## config.mk

```make
export PLATFORM = sky130hd
export DESIGN_NAME = tff_mod_counter
export DESIGN_NICKNAME = d
export VERILOG_FILES = /design/src/rtl/tff_pkg.sv /design/src/rtl/toggle_cell.sv /design/src/rtl/tff_mod_counter.sv
export SDC_FILE = /design/constraint.sdc
export NUM_CORES = 1
export LEC_CHECK = 0
export CAP_MARGIN = 15
export CORE_AREA = 2 2 39 41
export CTS_BUF_LIST = sky130_fd_sc_hd__clkbuf_8
export DETAILED_ROUTE_END_ITERATION = 12
export DIE_AREA = 0 0 41 43
export SLEW_MARGIN = 10
export SYNTH_ARGS = -nofsm -noshare
export SYNTH_HDL_FRONTEND = slang
export SYNTH_SLANG_ARGS = --single-unit
```

## constraint.sdc

```tcl
create_clock -name Clk -period 1.8 [get_ports Clk]
set_input_delay 0.27 -clock Clk [delete_from_list [all_inputs] [get_ports Clk]]
set_output_delay 0.27 -clock Clk [all_outputs]
set_load 0.02 [all_outputs]
```

## src/rtl/tff_pkg.sv

```systemverilog
// Shared mode encodings for the toggle-flip-flop modulus counter.
package tff_pkg;

  typedef logic [1:0] mode_t;

  localparam mode_t MODE_HOLD = 2'b00;
  localparam mode_t MODE_UP   = 2'b01;
  localparam mode_t MODE_DOWN = 2'b10;
  localparam mode_t MODE_LOAD = 2'b11;

endpackage

```

## src/rtl/toggle_cell.sv

```systemverilog
// Single toggle flip-flop bit with synchronous active-high reset.
module toggle_cell (
  input  logic Clk,
  input  logic rst,
  input  logic T,
  output logic Q
);

  always_ff @(posedge Clk) begin
    if (rst) Q <= 1'b0;
    else     Q <= Q ^ T;
  end

endmodule

```

## src/rtl/tff_mod_counter.sv

```systemverilog
// Up/down/load modulus counter built from a bank of toggle cells.
// Optional Gray-coded output Qg enabled by TFF_MOD_COUNTER_GRAY_OUT_EN.
module tff_mod_counter
  import tff_pkg::*;
#(
  parameter int WIDTH   = 4,
  parameter int MODULUS = 2**WIDTH
) (
  input  logic             Clk,
  input  logic             rst,
  input  logic             En,
  input  mode_t            Mode,
  input  logic [WIDTH-1:0] D,
  output logic [WIDTH-1:0] Q,
  output logic             TC,
  output logic             Wrap
`ifdef TFF_MOD_COUNTER_GRAY_OUT_EN
  ,
  output logic [WIDTH-1:0] Qg
`endif
);

  localparam logic [WIDTH-1:0] MAX_VAL = WIDTH'(MODULUS - 1);

  logic [WIDTH-1:0] q_next;
  logic [WIDTH-1:0] t_vec;
  logic             wrap_next;

  // Comparisons are written as "< MAX_VAL" so out-of-range values fall into
  // the wrap/saturate branches without needing a constant-max compare.
  always_comb begin
    q_next    = Q;
    wrap_next = 1'b0;
    if (En) begin
      unique case (Mode)
        MODE_UP: begin
          if (Q < MAX_VAL) begin
            q_next = Q + 1'b1;
          end else begin
            q_next    = '0;
            wrap_next = 1'b1;
          end
        end
        MODE_DOWN: begin
          if (Q == '0) begin
            q_next    = MAX_VAL;
            wrap_next = 1'b1;
          end else begin
            q_next = Q - 1'b1;
          end
        end
        MODE_LOAD: q_next = (D < MAX_VAL) ? D : MAX_VAL;
        default:   q_next = Q;
      endcase
    end
  end

  assign t_vec = q_next ^ Q;

  for (genvar i = 0; i < WIDTH; i++) begin : g_cell
    toggle_cell u_cell (
      .Clk (Clk),
      .rst (rst),
      .T   (t_vec[i]),
      .Q   (Q[i])
    );
  end

  assign TC = En & (((Mode == MODE_UP) & (Q == MAX_VAL)) |
                    ((Mode == MODE_DOWN) & (Q == '0)));

  always_ff @(posedge Clk) begin
    if (rst) Wrap <= 1'b0;
    else     Wrap <= wrap_next;
  end

`ifdef TFF_MOD_COUNTER_GRAY_OUT_EN
  always_ff @(posedge Clk) begin
    if (rst) Qg <= '0;
    else     Qg <= q_next ^ (q_next >> 1);
  end
`endif

endmodule

```

==> out/results.txt <==
Worst VDD drop = 0.353 mV
grt total ovfl = 0
critical path's top delay family = buffers and inverters
synthesis-stage register bit count = 5
first-pass GRT wire length = 1790 um
row count = 14
Synth area leaders = dfxtp_1 (22%), ha_1 (17%), buf_4 (8.3%)
WP data required = 1.53 ns
syn nets = 71
Final period util = 94.4%
LEAKAGE = 0.328 nW
n_diodes = 0
Syn-to-layout area delta = 60.4%
fin cells = 98
R2R setup slack = 0.37 ns
Hold Violations, Final = 0
Setup Viol. Count Final = 0
Gate Count Post-Synth = 56
Skew-Pair Late Insertion Delay = 0.23 ns
Hold Buf Count CTS = 0
fin util = 52.4%
unrepaired setup endpoints after global routing = false
outcome = complete, no violations
register area = 100 um2
Yosys warning count = 0
max-slew violations = 0
die area = 0.00176 mm2
Routability Congestion = 0.804
Bufs and invs on worst path = 3
Syn Area/Cell = 8.07 um2
dpl cells = 94
met2 wire len = 511 um
CP Max Fanout = 3
starting density of the core = 32.6%
GRT Overall Usage = 15.7%
Most used DFF post-synth = dfxtp_1
Cell Area, Synth = 452 um2
CTS tree = yes
Total Routed Length = 1060 um
WS Path Type = in2out
number of distinct library cells after synthesis = 28
Routed Antenna Nets = 0
number of global-route vias before repair = 436
max cap viols = 0
Max transition margin = 84.5%
measured slew at the worst slew-check pin = 0.230 ns
DR WL met3 = 50 um
fmax = 0.589 GHz
CTS Sinks = 5
PwrDens = 671 mW/mm2
Setup crit end kind = primary output
WL/cell = 10.8 um
drt pass-1 iters = 4
Die W = 41 um
share of cells above drive strength 1 = 28.0%
H-tree levels = 1
worst min-delay path category = in2reg
post-synthesis sequential area ratio = 22.2%
chip height = 43 um
footprint of the multi-input gates = 290 um2
M1 wire length = 483 um
Port Buf Inserts = 14
post-DR vias/cell = 4.81
dpl hpwl = 886 um
Synth area leader = dfxtp_1
Core Area = 0.00138 mm2
min Tclk post-route = 1.70 ns
top routing layer in use = met4
maximum single-stage delay on the critical path = 0.45 ns
CTS buffer count = 3
crit path DAT = 1.43 ns
fin nets = 98
Fill cells = 135
ys async rst share = 0%
most frequent cells in the layout = buf_4 (16), clkdlybuf4s50_1 (13), ha_1 (6)
Post CTS Setup Buffer Count = 0
DP Area = 678 um2
CTS Buffer Depth = 2
cell area after layout = 724 um2
Worst Skew = 0.00271 ns
Post-route DRC = 0
CTS root buf = clkbuf_8
commonest non-fill, non-tap cell in the layout = buf_4
drt initial violations = 5
IO Pins = 15
share of the synthesized area in the top cell type = 22.2%
clock slew at reported path FFs = 0.04 ns
Post-synth EDFFs = 0
via count = 471
Cell Chain, Critical Path = clkdlybuf4s50_1, inv_2, ha_1, nand4_1, a21boi_2, buf_4
initial antenna violation count = 0
slowest CP cell = clkdlybuf4s50_1
maximum number of pins on one net before global-route repair = 9
Worst Setup Start Kind = input pin
worst register-to-register path, cell delays in order (launching register included):
cell and delay [ns]:
dfxtp_1 0.36, inv_1 0.07, ha_1 0.23, buf_4 0.14, or3_1 0.33, o2111ai_1 0.08, a31oi_1 0.10
worst paths after layout:
kind,to,from,depth (start not counted)
setup / recovery,TC,Mode[1],6
hold / removal,register,D[1],3
setup reg to reg,register,register,6
hold reg to reg,register,register,3
cell families (layout without fill, tap and decap cells):
logic type      after synthesis  count (layout)  share of synthesized area, %
flops                         5               5                          22.2
mux                           1               1                          2.22
xor+xnor                      2               2                          3.88
fa+ha+maj                     6               6                          16.6
simple gates                 17              17                          18.8
compound gates               13              13                          21.9
buf+inv                      12              38                          14.4
routing by layer:
metal | vias to the layer above | global-route usage [%]
met2 | 13 | 21.9
met1 | 210 | 20.2
met5 | - | 0
met3 | 2 | 6.28
met4 | 0 | 8.00
li1 | 246 | -
where the power goes:
part	switching, mW	internal [mW]	total (mW)
clock network	0.0631	0.147	0.210
logic	0.0657	0.0842	0.150
registers	0.00706	0.119	0.126
through the flow:
stage | total power, mW | setup slack, ns | setup TNS, ns | hold slack, ns
6_report | 0.486 | 0.101 | 0 | 0.652
5_1_grt | 0.514 | 0.00815 | 0 | 0.699
4_1_cts | 0.492 | 0.0413 | 0 | 0.650
3_5_place_dp | 0.278 | -0.462 | -0.484 | 0.655
3_3_place_gp | 0.277 | -0.416 | -0.416 | 0.648
2_1_floorplan | 0.210 | 0.229 | 0 | 0.342
Yosys cell counts (all sizes together), types with 2 or more instances:
cell / instances
a311oi: 2
a21boi: 2
ha: 6
nor2: 5
nand3: 3
a21oi: 2
inv: 5
dfxtp: 5
nand2: 3
xor2: 2
buf: 6
what timing repair did:
action / 4_1_cts / 5_1_grt
endpoints found under the setup margin: 1 / 1
gates cloned: 0 / 0
pin swaps: 0 / 0
resized for setup: 6 / 3
cell type report:
type	instances	share of cell area, %
Multi-Input combinational cell	39	40.1
Tap cell	16	2.76
Clock buffer	3	5.70
Timing Repair Buffer	29	34.5
Inverter	5	2.59
Sequential cell	5	13.8
Clock inverter	1	0.518
Note: power is estimated with default switching activity, not from simulation.
